===== config.mk =====
export PLATFORM = sky130hd
export DESIGN_NAME = wb_sdram_bridge_flat
export DESIGN_NICKNAME = d
export VERILOG_FILES = /design/src/rtl/wb_sdram_bridge_if.sv /design/src/rtl/wb_sdram_bridge.sv /design/src/flat_wrapper.sv
export SDC_FILE = /design/constraint.sdc
export NUM_CORES = 1
export LEC_CHECK = 0
export BUFFER_PORTS_ARGS = -buffer_cell sky130_fd_sc_hd__buf_2
export CAP_MARGIN = 20
export CORE_MARGIN = 5
export CORE_UTILIZATION = 50
export CTS_BUF_LIST = sky130_fd_sc_hd__clkbuf_16
export CTS_CLUSTER_DIAMETER = 200
export CTS_CLUSTER_SIZE = 24
export DETAILED_ROUTE_END_ITERATION = 8
export HOLD_SLACK_MARGIN = 0.1
export PLACE_DENSITY = 0.8
export SLEW_MARGIN = 0
export SYNTH_ARGS = -nofsm -noshare
export SYNTH_HDL_FRONTEND = slang
export SYNTH_SLANG_ARGS = --single-unit
export TNS_END_PERCENT = 1

===== constraint.sdc =====
create_clock -name clk -period 5.1 [get_ports clk]
set_input_delay 0.255 -clock clk [delete_from_list [all_inputs] [get_ports clk]]
set_output_delay 0.255 -clock clk [all_outputs]
set_load 0.03 [all_outputs]

===== src/rtl/wb_sdram_bridge_if.sv =====
// Wishbone-classic bus bundle between the CPU-side master and the SDRAM bridge.
interface wb_sdram_bridge_if;
    logic        CYC;
    logic        STB;
    logic        WE;
    logic [31:0] ADR;
    logic [31:0] DAT_O;
    logic [3:0]  SEL;
    logic [2:0]  CTI_O;
    logic [31:0] DAT_I;
    logic        ACK;
    logic        ERR;
    logic        RTY;

    modport master (output CYC, STB, WE, ADR, DAT_O, SEL, CTI_O,
                    input  DAT_I, ACK, ERR, RTY);
    modport slave  (input  CYC, STB, WE, ADR, DAT_O, SEL, CTI_O,
                    output DAT_I, ACK, ERR, RTY);
endinterface


===== src/rtl/wb_sdram_bridge.sv =====
// Wishbone-classic 32-bit slave -> 16-bit native SDRAM controller requests.
// Each word is split into low/high half-word beats; read beats are reassembled
// and a stalled read turns into a bus error after RD_TIMEOUT cycles.
module wb_sdram_bridge #(
    parameter int ADDR_BITS  = 23,
    parameter int RD_TIMEOUT = 255
) (
    input  logic                 clk,
    input  logic                 rst,
    wb_sdram_bridge_if.slave     wb,
    output logic                 req_valid,
    input  logic                 req_ready,
    output logic                 req_we,
    output logic [ADDR_BITS-2:0] req_addr,
    output logic [15:0]          req_wdata,
    output logic [1:0]           req_dqm,
    input  logic                 rd_valid,
    input  logic [15:0]          rd_data
);
    localparam int TW = $clog2(RD_TIMEOUT + 1);

    typedef enum logic [3:0] {
        IDLE, WR_LO, WR_HI, RD_LO, RD_HI, RD_WAIT, DRAIN, RESP, ERR_RESP
    } state_t;

    state_t                 state_q, state_d;
    logic [ADDR_BITS-1:2]   adr_q, adr_d;
    logic [31:0]            wdat_q, wdat_d;
    logic [3:0]             sel_q, sel_d;
    logic [1:0]             iss_q, iss_d;      // read beats handshaked
    logic [1:0]             ret_q, ret_d;      // read beats returned; bit0 is the beat index
    logic [TW-1:0]          tmo_q, tmo_d;
    logic [31:0]            rdat_q, rdat_d;

    logic                   vld_d, we_d, ack_q, ack_d, err_q, err_d, hi_d;
    logic [ADDR_BITS-2:0]   addr_d;
    logic [15:0]            wdata_d;
    logic [1:0]             dqm_d;

    logic hs, rd_take, second, tmo_exp;

    // CTI and the address bits above the window are decoded upstream
    logic unused_wb;
    assign unused_wb = ^{wb.CTI_O, wb.ADR[31:ADDR_BITS]};

    assign wb.DAT_I = rdat_q;
    assign wb.ACK   = ack_q;
    assign wb.ERR   = err_q;
    assign wb.RTY   = 1'b0;

    // Next-state, read reassembly, counters and registered-output values
    always_comb begin
        state_d = state_q;
        adr_d   = adr_q;
        wdat_d  = wdat_q;
        sel_d   = sel_q;
        iss_d   = iss_q;
        ret_d   = ret_q;
        tmo_d   = tmo_q;
        rdat_d  = rdat_q;

        hs      = req_valid && req_ready;
        rd_take = rd_valid && (state_q inside {RD_LO, RD_HI, RD_WAIT, DRAIN});
        second  = rd_take && ret_q[0] && (state_q != DRAIN);
        tmo_exp = tmo_q >= TW'(RD_TIMEOUT - 1);

        if (hs && (state_q inside {RD_LO, RD_HI}))
            iss_d = iss_q + 2'd1;
        if (rd_take) begin
            ret_d = ret_q + 2'd1;
            // beats caught while draining belong to an abandoned access
            if (state_q != DRAIN) begin
                if (ret_q[0]) rdat_d[31:16] = rd_data;
                else          rdat_d[15:0]  = rd_data;
            end
        end
        if ((state_q inside {RD_LO, RD_HI, RD_WAIT, DRAIN}) && tmo_q != TW'(RD_TIMEOUT))
            tmo_d = tmo_q + TW'(1);

        case (state_q)
            IDLE: begin
                iss_d = '0;
                ret_d = '0;
                tmo_d = '0;
                if (wb.CYC && wb.STB) begin
                    if (wb.ADR[1:0] != 2'b00) begin
                        state_d = ERR_RESP;
                    end else begin
                        adr_d  = wb.ADR[ADDR_BITS-1:2];
                        wdat_d = wb.DAT_O;
                        sel_d  = wb.SEL;
                        if (!wb.WE)                 state_d = RD_LO;
                        else if (wb.SEL[1:0] != 0)  state_d = WR_LO;
                        else if (wb.SEL[3:2] != 0)  state_d = WR_HI;
                        else                        state_d = RESP;
                    end
                end
            end
            WR_LO: if (hs) begin
                if (!wb.CYC)                state_d = IDLE;
                else if (sel_q[3:2] != 0)   state_d = WR_HI;
                else                        state_d = RESP;
            end
            WR_HI: if (hs) state_d = wb.CYC ? RESP : IDLE;
            RD_LO, RD_HI, RD_WAIT: begin
                if (!wb.CYC) begin
                    // a presented beat must complete its handshake before we leave
                    if (!req_valid || hs)
                        state_d = (iss_d != ret_d) ? DRAIN : IDLE;
                end else if (second)  state_d = RESP;
                else if (tmo_exp)     state_d = ERR_RESP;
                else if (hs)          state_d = (state_q == RD_LO) ? RD_HI : RD_WAIT;
            end
            DRAIN:    if (ret_d == iss_q || tmo_exp) state_d = IDLE;
            RESP:     state_d = IDLE;
            ERR_RESP: state_d = IDLE;
            default:  state_d = IDLE;
        endcase

        vld_d   = state_d inside {WR_LO, WR_HI, RD_LO, RD_HI};
        we_d    = state_d inside {WR_LO, WR_HI};
        hi_d    = state_d inside {WR_HI, RD_HI};
        addr_d  = {adr_d, hi_d};
        ack_d   = state_d == RESP;
        err_d   = state_d == ERR_RESP;
        wdata_d = '0;
        dqm_d   = 2'b11;
        case (state_d)
            WR_LO:        begin wdata_d = wdat_d[15:0];  dqm_d = ~sel_d[1:0]; end
            WR_HI:        begin wdata_d = wdat_d[31:16]; dqm_d = ~sel_d[3:2]; end
            RD_LO, RD_HI: dqm_d = 2'b00;
            default:      ;
        endcase
    end

    // FSM state, latched bus request and read bookkeeping
    always_ff @(posedge clk or negedge rst) begin
        if (!rst) begin
            state_q <= IDLE;
            adr_q   <= '0;
            wdat_q  <= '0;
            sel_q   <= '0;
            iss_q   <= '0;
            ret_q   <= '0;
            tmo_q   <= '0;
            rdat_q  <= '0;
        end else begin
            state_q <= state_d;
            adr_q   <= adr_d;
            wdat_q  <= wdat_d;
            sel_q   <= sel_d;
            iss_q   <= iss_d;
            ret_q   <= ret_d;
            tmo_q   <= tmo_d;
            rdat_q  <= rdat_d;
        end
    end

    // Registered outputs, so they stay put while the controller stalls
    always_ff @(posedge clk or negedge rst) begin
        if (!rst) begin
            req_valid <= 1'b0;
            req_we    <= 1'b0;
            req_addr  <= '0;
            req_wdata <= '0;
            req_dqm   <= 2'b11;
            ack_q     <= 1'b0;
            err_q     <= 1'b0;
        end else begin
            req_valid <= vld_d;
            req_we    <= we_d;
            req_addr  <= addr_d;
            req_wdata <= wdata_d;
            req_dqm   <= dqm_d;
            ack_q     <= ack_d;
            err_q     <= err_d;
        end
    end
endmodule


===== src/flat_wrapper.sv =====
// flat-port wrapper written by rule: the top's interface ports become plain ports
module wb_sdram_bridge_flat 
#(
    parameter int ADDR_BITS  = 23,
    parameter int RD_TIMEOUT = 255
)
  (clk, rst, req_valid, req_ready, req_we, req_addr, req_wdata, req_dqm, rd_valid, rd_data, wb_CYC, wb_STB, wb_WE, wb_ADR, wb_DAT_O, wb_SEL, wb_CTI_O, wb_DAT_I, wb_ACK, wb_ERR, wb_RTY);
  wb_sdram_bridge_if wb_i ();
  input  logic clk;
  input  logic rst;
  output logic req_valid;
  input  logic req_ready;
  output logic req_we;
  output logic [ADDR_BITS-2:0] req_addr;
  output logic [15:0] req_wdata;
  output logic [1:0] req_dqm;
  input  logic rd_valid;
  input  logic [15:0] rd_data;
  input wire logic [$bits(wb_i.CYC)-1:0] wb_CYC;
  input wire logic [$bits(wb_i.STB)-1:0] wb_STB;
  input wire logic [$bits(wb_i.WE)-1:0] wb_WE;
  input wire logic [$bits(wb_i.ADR)-1:0] wb_ADR;
  input wire logic [$bits(wb_i.DAT_O)-1:0] wb_DAT_O;
  input wire logic [$bits(wb_i.SEL)-1:0] wb_SEL;
  input wire logic [$bits(wb_i.CTI_O)-1:0] wb_CTI_O;
  output wire logic [$bits(wb_i.DAT_I)-1:0] wb_DAT_I;
  output wire logic [$bits(wb_i.ACK)-1:0] wb_ACK;
  output wire logic [$bits(wb_i.ERR)-1:0] wb_ERR;
  output wire logic [$bits(wb_i.RTY)-1:0] wb_RTY;
  assign wb_i.CYC = wb_CYC;
  assign wb_i.STB = wb_STB;
  assign wb_i.WE = wb_WE;
  assign wb_i.ADR = wb_ADR;
  assign wb_i.DAT_O = wb_DAT_O;
  assign wb_i.SEL = wb_SEL;
  assign wb_i.CTI_O = wb_CTI_O;
  assign wb_DAT_I = wb_i.DAT_I;
  assign wb_ACK = wb_i.ACK;
  assign wb_ERR = wb_i.ERR;
  assign wb_RTY = wb_i.RTY;
  wb_sdram_bridge #(.ADDR_BITS(ADDR_BITS), .RD_TIMEOUT(RD_TIMEOUT)) u_core (.clk(clk), .rst(rst), .wb(wb_i), .req_valid(req_valid), .req_ready(req_ready), .req_we(req_we), .req_addr(req_addr), .req_wdata(req_wdata), .req_dqm(req_dqm), .rd_valid(rd_valid), .rd_data(rd_data));
endmodule

Word-level counts from Yosys, hierarchy flattened:

Index checks and enable logic that the tools add are counted.

* register bits: 149
* input bits: 94
* output and inout port bits: 77
* logic and storage cells: 100

* add/sub/neg operators: 3
* magnitude comparators: 1
* equal/unequal tests: 16
* multiplexer cells: 36
* bitwise logic cells: 3
* reduce and logical (&&, ||, !) cells: 25

Operators with widths (number)
* $mux 32: 3
* $mux 4: 16
* $mux 21: 3
* $pmux 16 s2: 1
* $eq 4x3->1 const B: 5
* $pmux 4 s5: 1
* $eq 4x2->1 const B: 4
* $mux 8: 2
* $reduce_bool 2->1: 8
* $mux 3: 4
* $add 8x1->8 const B: 1
* $eq 4x1->1 const B: 2
* $ge 8x8->1 const B: 1
* $mux 2: 4
* $ne 8x8->1 const B: 1
* $reduce_bool 4->1: 2
* $logic_and 1x1->1: 7
* $pmux 2 s3: 1
* $reduce_and 3->1: 2
* $add 2x1->2 const B: 2
* $eq 4x4->1 const B: 1
* $logic_not 4->1: 1
* $ne 4x3->1 const B: 1
* $not 2->2: 2
* 8 further kinds: 9

Longest topological paths before layout:

Gate-level depths: netlist (run 1).

* depth in word-level cells: 12
* mapped depth: 14
* depth with buffers taken out: 12

Worst setup path after synthesis (run 1):

No wires, ideal clock.

* path kind: reg-to-reg
* start point: reg u_core.state_q[2]
* end point: reg u_core.req_dqm[1]
* setup time: 0.078 ns
* arrival: 2.725 ns
* required time: 5.022 ns
* slack: 2.297 ns
* stages on the path, launching flop included: 14
* buffers on the path: 2
* period minus slack after synthesis: 2.803 ns
* cell sequence: dfrtp_1 -> buf_6 -> nand3b_1 -> and2_1 -> nor2_1 -> ha_1 -> nor2b_1 -> or3b_1 -> a31o_1 -> a31oi_1 -> o211ai_2 -> buf_6 -> o21ba_2 -> a21oi_2

* cells in the longest elaborated chain, start to end: 12
* elaborated cells between the ends (all ways): 41
* classes of those cells: 13 x eq/ne; 16 x mux; 2 x bitwise; 10 x reduce/logical

Ends and longest elaborated chain
* start: declaration: line wb_sdram_bridge.sv:26 `state_t state_q, state_d;`
* start signal: assignment: line wb_sdram_bridge.sv:148 `state_q <= state_d;`
* $eq 4x2->1, or another cell as far along
* $reduce_bool 4->1 or $reduce_bool 2->1 (tied branches): line wb_sdram_bridge.sv:63, wb_sdram_bridge.sv:67
* $logic_and 1x1->1, on equally long branches: line wb_sdram_bridge.sv:63, wb_sdram_bridge.sv:67
* $mux 2, on equally long branches: line wb_sdram_bridge.sv:69, wb_sdram_bridge.sv:67
* $ne 2x2->1: line wb_sdram_bridge.sv:109 `state_d = (iss_d != ret_d) ? DRAIN : IDLE;`
* $mux 3: line wb_sdram_bridge.sv:109
* $mux 4: line wb_sdram_bridge.sv:108 `if (!req_valid || hs)`
* $mux 4: line wb_sdram_bridge.sv:106 `if (!wb.CYC) begin`
* $pmux 4 s5: line wb_sdram_bridge.sv:80 `case (state_q)`
* $eq 4x3->1 or $eq 4x2->1 (tied branches): line wb_sdram_bridge.sv:128 `case (state_d)`
* $reduce_or 2->1: line wb_sdram_bridge.sv:128
* $pmux 2 s3 (*): line wb_sdram_bridge.sv:128
* named net u_core.dqm_d[1]: line wb_sdram_bridge.sv:38 `logic [1:0] dqm_d;`
* end signal: assignment: line wb_sdram_bridge.sv:174 `req_dqm <= dqm_d;`
* end: declaration: line wb_sdram_bridge.sv:16 `output logic [1:0] req_dqm,`

Mark *: on every way through the listed nets, which the timed path passes. The rest lies on a longest branch.
A chain may end at the register's enable or synchronous reset.

Final worst setup path (run 1):

* start point: reg u_core.state_q[2]
* end point: reg u_core.req_dqm[0]

Same word-level chain as after synthesis.

==> out/results.txt, run 1 <==
Status -> complete, no violations
Worst hold slack -> 109 ps
Wire length on met1 -> 5.45 mm
Final Util -> 69.5%
Mean Syn Cell Area -> 12.8 um^2
Clock-pin slew of the registers on the worst-case setup and hold paths -> 60 ps
Initial detailed-routing violation count -> 212
DR WL/cell -> 18.7 um
Top sig layer -> met4
Clock Path Buffers -> 2
Final ANT Viol Nets -> 0
Port bufs -> 157
Vias in the first global route -> 4864
Predominant post-synthesis flop cell -> dfrtp_1
Post-Syn Instances -> 443
GRT Total Usage -> 23.4%
Final Critical Period -> 3570 ps
Switching power -> 0.00165 W
Final setup TNS -> 0 ps
RSZ-0062 raised after global routing -> false
Clk_lat worst skew -> 410 ps
Register share of total power -> 36.8%
Num CTS Buffers -> 17
Most common cell in the netlist -> dfrtp_1
Crit Path Class -> reg2reg
Synth top area cells -> dfrtp_1 (56%), mux2_2 (18%), nand3_1 (3.2%), a21oi_1 (2.5%), nor2_1 (1.6%)
Setup Skew -> 19.2 ps
Synth top area share -> 55.7%
Register area share after synthesis -> 56.7%
Worst EP arrival -> 3920 ps
Row count -> 38
Ys async rst share -> 100%
DR vias/cell -> 5.48
Initial core utilization -> 51.5%
Seq cells post-synth -> 128
Gr ovfl total -> 0
HP Class -> in2reg
Dpl hpwl -> 9.34 mm
Synth warn -> 0
EDFF count, synth -> 0
Routed wl met2 -> 8.22 mm
Clock Sinks -> 128
Largest area contributor in the netlist -> dfrtp_1
Routed wire length -> 15.2 mm
DR vias -> 4474
Clock tree from TritonCTS -> yes
Die Wd -> 116 um
Most frequent cells after synthesis -> dfrtp_1 (126), mux2_2 (89), nand3_1 (36), a21oi_1 (28), nor2_1 (24)
Number of I/O pins -> 171
Final setup vio count -> 0
Total die area -> 0.0135 mm^2
Max_cap viols -> 0
Worst setup SP type -> register
Wire length on met3 -> 1.02 mm
Switching share of power -> 38.4%
Cell variety after synth -> 68
LEAKAGE -> 3.67 nW
Layout cells sized above 1 -> 43.6%
Worst Path Required -> 5450 ps
H-Tree Depth -> 4
Final hold violations -> 0
Drt drc -> 0
Max-slew violation count -> 0
Nets@finish -> 758
Core area -> 0.0110 mm^2
Synth Cell Area -> 0.00566 mm^2
First-pass GRT wire length -> 24.2 mm
Critical Path End Type -> register
Critical Path Fanout Max -> 21
F_max -> 280 MHz
PD cells -> 561 mW/mm^2
Clock power frac -> 25.4%
Final Wtd Congestion -> 0.911
Crit share post-route -> 70.0%
Slew HR -> 30.0%
Initial antenna violation count -> 1
Drt first pass iters -> 5
Largest net degree at the start of global routing -> 73
Logic pwr share -> 37.7%
Pint -> 0.00264 W
Max VDD drop -> 0.000396 V
Setup bufs post-CTS -> 0
Least-Margin Pin Slew -> 1050 ps
Die Height -> 116 um
CTS root buf -> clkbuf_16
Synthesized Nets -> 540
Area delta synth->final -> 35.0%
-- layout make-up --
cell class | count | area (um^2)
fillers | 738 | 3350
inverters | 7 | 28.8
clock inverters | 15 | 108
diodes | 2 | 5.00
multi-input cells | 283 | 2240
well taps | 140 | 175
clock buffers | 17 | 425
flip-flops and latches | 128 | 3210
repair buffers | 224 | 1450
-- critical path: stages (launching register included) --
cell and delay, ps:
dfrtp_1 580, nand3b_1 260, and2_1 230, nor2_1 70, ha_1 310, inv_1 80, or4_1 510, nand4_1 120
mux2i_1 110, o211ai_2 850, o21ba_2 270, a21oi_2 110
-- cell usage in the layout (no fill, tap or decap), types with 2 or more instances in the layout --
master and count:
nand4_1 3, xnor2_1 5, nand2_1 10, and2_1 2, a31oi_1 3, nand3_1 36, clkinv_1 2, inv_1 9
a21oi_1 28, o22ai_1 2, clkbuf_16 17, a21o_1 3, nor2_1 24, dlygate4sd3_1 62, buf_4 6, clkinv_4 2
nand3b_1 5, nor3_1 2, mux2_2 89, and3_1 2, clkinvlp_4 3, or3_1 2, nor2b_1 6, diode_2 2
ha_1 3, buf_2 156, dfstp_2 2, a21oi_2 2, and3b_1 4, o21ba_2 2, clkinv_2 3, nand2b_1 4
o21ai_0 5, xor2_1 6, dfrtp_1 126
-- state kept, by name, indices dropped and copies added (netlist names) --
register and flops:
u_core.wb.DAT_I 32, u_core.sel_q 4, u_core.req_dqm 2, u_core.ret_q 2, u_core.req_addr 1, u_core.req_wdata 16, u_core.wb.ACK 1, u_core.req_we 1
u_core.iss_q 2, u_core.req_valid 1, u_core.wdat_q 32, u_core.wb.ERR 1, u_core.tmo_q 8, u_core.adr_q 21, u_core.state_q 4
-- per-stage QoR --
step / total power [W] / cell area, um^2 / worst slack [ps] / cells
CTS: 0.00428 / 7610 / 1560 / 812
detailed placement: 0.00314 / 6480 / 1590 / 720
finish: 0.00428 / 7640 / 1530 / 816
floorplan: 0.00269 / 5660 / 2300 / 443
global placement: 0.00306 / 6480 / 1640 / 720
global route: 0.00449 / 7630 / 1260 / 815
-- power groups by stage --
stage	clock network, W	registers (W)	logic (W)
finish	0.00109	0.00158	0.00162
global route	0.00116	0.00162	0.00172
CTS	0.00111	0.00157	0.00160
detailed placement	0	0.00158	0.00156
global placement	0	0.00155	0.00151
floorplan	0	0.00198	0.000712
-- logic make-up after synthesis --
family | Yosys count | share of synthesized area, %
and+or+nand+nor | 112 | 10.9
adders and majority gates | 3 | 0.664
xor gates and xnor gates | 11 | 1.70
other | 1 | 0.0663
AOI/OAI and AO/OA | 66 | 8.34
muxes | 90 | 17.9
buffers and inverters | 32 | 3.72
DFF | 128 | 56.7
-- routing by layer --
layer  GRT usage, %  vias up
met1           25.5     2230
li1               -     2026
met4           11.8        0
met5              0        -
met2           40.7      174
met3           7.51       44
-- path summary, 6_finish.rpt --
| check | depth (start not counted) | end | slack [ps] | startpoint |
|---|---|---|---|---|
| setup / recovery | 11 | u_core.req_dqm[0]$_DFF_PN1_ | 1530 | u_core.state_q[2]$_DFF_PN0_ |
| hold / removal | 2 | u_core.wdat_q[15]$_DFF_PN0_ | 110 | wb_DAT_O[15] |
| setup reg to reg | 11 | u_core.req_dqm[0]$_DFF_PN1_ | 1530 | u_core.state_q[2]$_DFF_PN0_ |
| hold reg to reg | 1 | u_core.wdat_q[0]$_DFF_PN0_ | 500 | u_core.wdat_q[0]$_DFF_PN0_ |
| max in group asynchronous | 3 | u_core.req_wdata[15]$_DFF_PN0_ | 3370 | rst |
| min in group asynchronous | 2 | u_core.wb.DAT_I[14]$_DFFE_PN0P_ | 490 | rst |
-- what timing repair did --
item,4_1_cts,5_1_grt
hold endpoints to repair,143,2
hold buffers,60,2
gates resized for setup,0,0
Power figures use the tool's default switching activity.
==> run 2, diff against run 1 <==
--- a/config.mk
+++ b/config.mk
@@ -8,13 +8,13 @@
 export BUFFER_PORTS_ARGS = -buffer_cell sky130_fd_sc_hd__buf_2
 export CAP_MARGIN = 20
 export CORE_MARGIN = 5
-export CORE_UTILIZATION = 50
+export CORE_UTILIZATION = 47
 export CTS_BUF_LIST = sky130_fd_sc_hd__clkbuf_16
 export CTS_CLUSTER_DIAMETER = 200
 export CTS_CLUSTER_SIZE = 24
 export DETAILED_ROUTE_END_ITERATION = 8
 export HOLD_SLACK_MARGIN = 0.1
-export PLACE_DENSITY = 0.8
+export PLACE_DENSITY = 0.79
 export SLEW_MARGIN = 0
 export SYNTH_ARGS = -nofsm -noshare
 export SYNTH_HDL_FRONTEND = slang
==> constraint.sdc (replaced) <==
create_clock -name clk -period 3.2 [get_ports clk]
set_input_delay 0.16 -clock clk [delete_from_list [all_inputs] [get_ports clk]]
set_output_delay 0.16 -clock clk [all_outputs]
set_load 0.03 [all_outputs]
==> run 2 against run 1 <==
Compared with the run above: non-clock buffer count increased by 21; clock power increased by 68%; register-to-register slack got worse by 1300 ps; critical endpoint is now u_core.req_wdata[7]$_DFF_PN0_; combinational power increased by 65%; flip-flop and latch count unchanged; count of clock-buffer cells in the layout unchanged; power increased by 63%.
==> out/results.txt, run 2 (synthesis results as in run 1) <==
F_max -> 340 MHz (+21%)
Most frequent cells in the layout -> buf_2 (156), dfrtp_1 (126), mux2_2 (89)
Post-route insts no fill -> 842 (+3.2%)
Worst EP arrival -> 3240 ps (-680 ps)
Busiest grt layer -> met2
Slew HR -> 49.9% (+20 points)
Crit share post-route -> 92.0% (+22 points)
Row count -> 40 (+5.3%)
Max VDD drop -> 0.000677 V (+71%)
Clock Sinks -> 128 (unchanged)
Final setup vio count -> 0 (unchanged)
Status -> complete, no violations
# diodes -> 0 (-2)
Dpl hpwl -> 9.36 mm (+0.12%)
Initial core utilization -> 47.5% (-4.0 points)
Number of I/O pins -> 171 (unchanged)
Final setup TNS -> 0 ps (unchanged)
Least-Margin Pin Slew -> 750 ps (-297 ps)
Cells after DPL -> 736 (+2.2%)
Final Critical Period -> 2940 ps (-627 ps)
Drt drc -> 0 (unchanged)
Vias in the first global route -> 4927 (+1.3%)
Clock-pin slew of the registers on the worst-case setup and hold paths -> 60 ps (about the same)
Max-slew violation count -> 0 (unchanged)
Die Wd -> 120 um (+2.9%)
DR WL/cell -> 18.3 um (-2.0%)
GR Util met2 -> 40.2% (-0.47 points)
RSZ-0062 raised after global routing -> false
HP Class -> in2reg
DR vias -> 4545 (+1.6%)
Layout cells sized above 1 -> 43.7% (+0.12 points)
Clock tree from TritonCTS -> yes
Largest net degree at the start of global routing -> 71 (-2.7%)
Worst hold slack -> 223 ps (+114 ps)
Routing usage on met1 -> 23.9% (-1.7 points)
H-Tree Depth -> 4 (unchanged)
Setup Skew -> 15.9 ps (-3.27 ps)
Leading cell type in the layout, fill and taps excluded -> buf_2
Nets@finish -> 779 (+2.8%)
Critical Path Fanout Max -> 14 (-33%)
Worst Path Required -> 3500 ps (-1950 ps)
Initial detailed-routing violation count -> 330 (+56%)
Crit-path slowest cell -> or4_1
Drt first pass iters -> 4 (-1)
LEAKAGE -> 3.80 nW (+3.4%)
Die Height -> 120 um (+2.9%)
Worst setup SP type -> register
Initial antenna violation count -> 0 (-1)
Gr ovfl total -> 0 (unchanged)
PD cells -> 887 mW/mm^2 (+58%)
Met3 Use GR -> 5.80% (-1.7 points)
Post_cts resized -> 0 (unchanged)
CP Cell Sequence -> a21bo_1, and2_1, nor2_1, ha_1, inv_1, or4_1, nand4_1, mux2i_1, o211ai_2, buf_4, a21oi_1
Final ANT Viol Nets -> 0 (unchanged)
Hold Path Depth -> 4 (+2)
CTS root buf -> clkbuf_16
Critical Path End Type -> register
Num CTS Buffers -> 17 (unchanged)
Final hold violations -> 0 (unchanged)
Total die area -> 0.0143 mm^2 (+5.8%)
First-pass GRT wire length -> 24.8 mm (+2.4%)
Max stage delay on crit path -> 520 ps (-330 ps)
Post-placement cell area -> 0.00658 mm^2 (+1.6%)
GRT Total Usage -> 21.9% (-1.5 points)
Clk_lat worst skew -> 420 ps (about the same)
Core area -> 0.0119 mm^2 (+8.5%)
Area delta synth->final -> 39.2%
DR vias/cell -> 5.40 (-1.5%)
Final Wtd Congestion -> 0.866 (-5.0%)
Routed wire length -> 15.4 mm (+1.2%)
Max_cap viols -> 0 (unchanged)
Clock Path Buffers -> 2 (unchanged)
Design Area, Final -> 0.00787 mm^2 (+3.1%)
Power after layout -> 0.00699 W (+63%)
Crit Path Class -> reg2reg
Depth of the worst register-to-register path -> 11 (unchanged)
Port bufs -> 157 (unchanged)
Reg-to-reg slack, setup -> 260 ps (-1270 ps)
run 2: cell types whose count changed in the layout (fill, tap and decap cells not counted):
cell           delta
buf_12            +2
inv_6             +1
bufinv_16         +1
clkinv_2          +2
clkinv_4          -1
clkinvlp_4        -2
inv_1             -1
buf_4             +7
dlygate4sd3_1    +12
diode_2           -2
run 2: per-layer routing:
layer,wire (um),up-vias
met5,0,-
met4,398,0
met3,1030,41
met2,8300,210
met1,5690,2231
li1,-,2063
run 2: layout make-up:
class / count / area (um^2)
Clock buffer: 17 / 425
Clock inverter: 15 / 129
Fill cell: 838 / 4040
Inverter: 7 / 28.8
Multi-Input combinational cell: 283 / 2240
Sequential cell: 128 / 3210
Tap cell: 147 / 184
Timing Repair Buffer: 245 / 1660
run 2: worst paths after layout:
kind	startpoint	endpoint
max	u_core.state_q[2]$_DFF_PN0_	u_core.req_wdata[7]$_DFF_PN0_
min in group asynchronous	rst	u_core.wb.DAT_I[31]$_DFFE_PN0P_
min reg2reg	u_core.wdat_q[17]$_DFF_PN0_	u_core.wdat_q[17]$_DFF_PN0_
min	wb_ADR[0]	u_core.state_q[3]$_DFF_PN0_
max in group asynchronous	rst	u_core.req_dqm[1]$_DFF_PN1_
max reg2reg	u_core.state_q[2]$_DFF_PN0_	u_core.req_wdata[7]$_DFF_PN0_
run 2: worst max-delay path: cells and delay by family, from the launching register on:
| family | cells | cell delay, ps |
|---|---|---|
| simple gates | 4 | 940 |
| flops | 1 | 410 |
| mux | 1 | 120 |
| buf+inv | 2 | 370 |
| compound gates | 3 | 680 |
| fa+ha+maj | 1 | 300 |
run 2: timing repair:
| action | 4_1_cts | 5_1_grt |
|---|---|---|
| buffers inserted | 0 | 0 |
| hold endpoints to repair | 147 | 0 |
| setup endpoints to repair | 0 | 0 |
| hold buffers | 74 | 0 |
run 2: through the flow:
| stage | setup WS, ps | util [%] |
|---|---|---|
| 2_1_floorplan | 397 | - |
| 3_3_place_gp | 386 | 55.2 |
| 3_5_place_dp | 345 | 55.2 |
| 4_1_cts | 271 | 66.1 |
| 5_1_grt | 37.1 | 66.1 |
| 6_report | 255 | 66.1 |
run 2: power breakdown:
part | internal (W) | leakage, nW | switching, W
clock | 0.00113 | 0.285 | 0.000702
sequential | 0.00222 | 1.63 | 0.000261
combinational | 0.000997 | 1.88 | 0.00168
total | 0.00434 | 3.80 | 0.00264
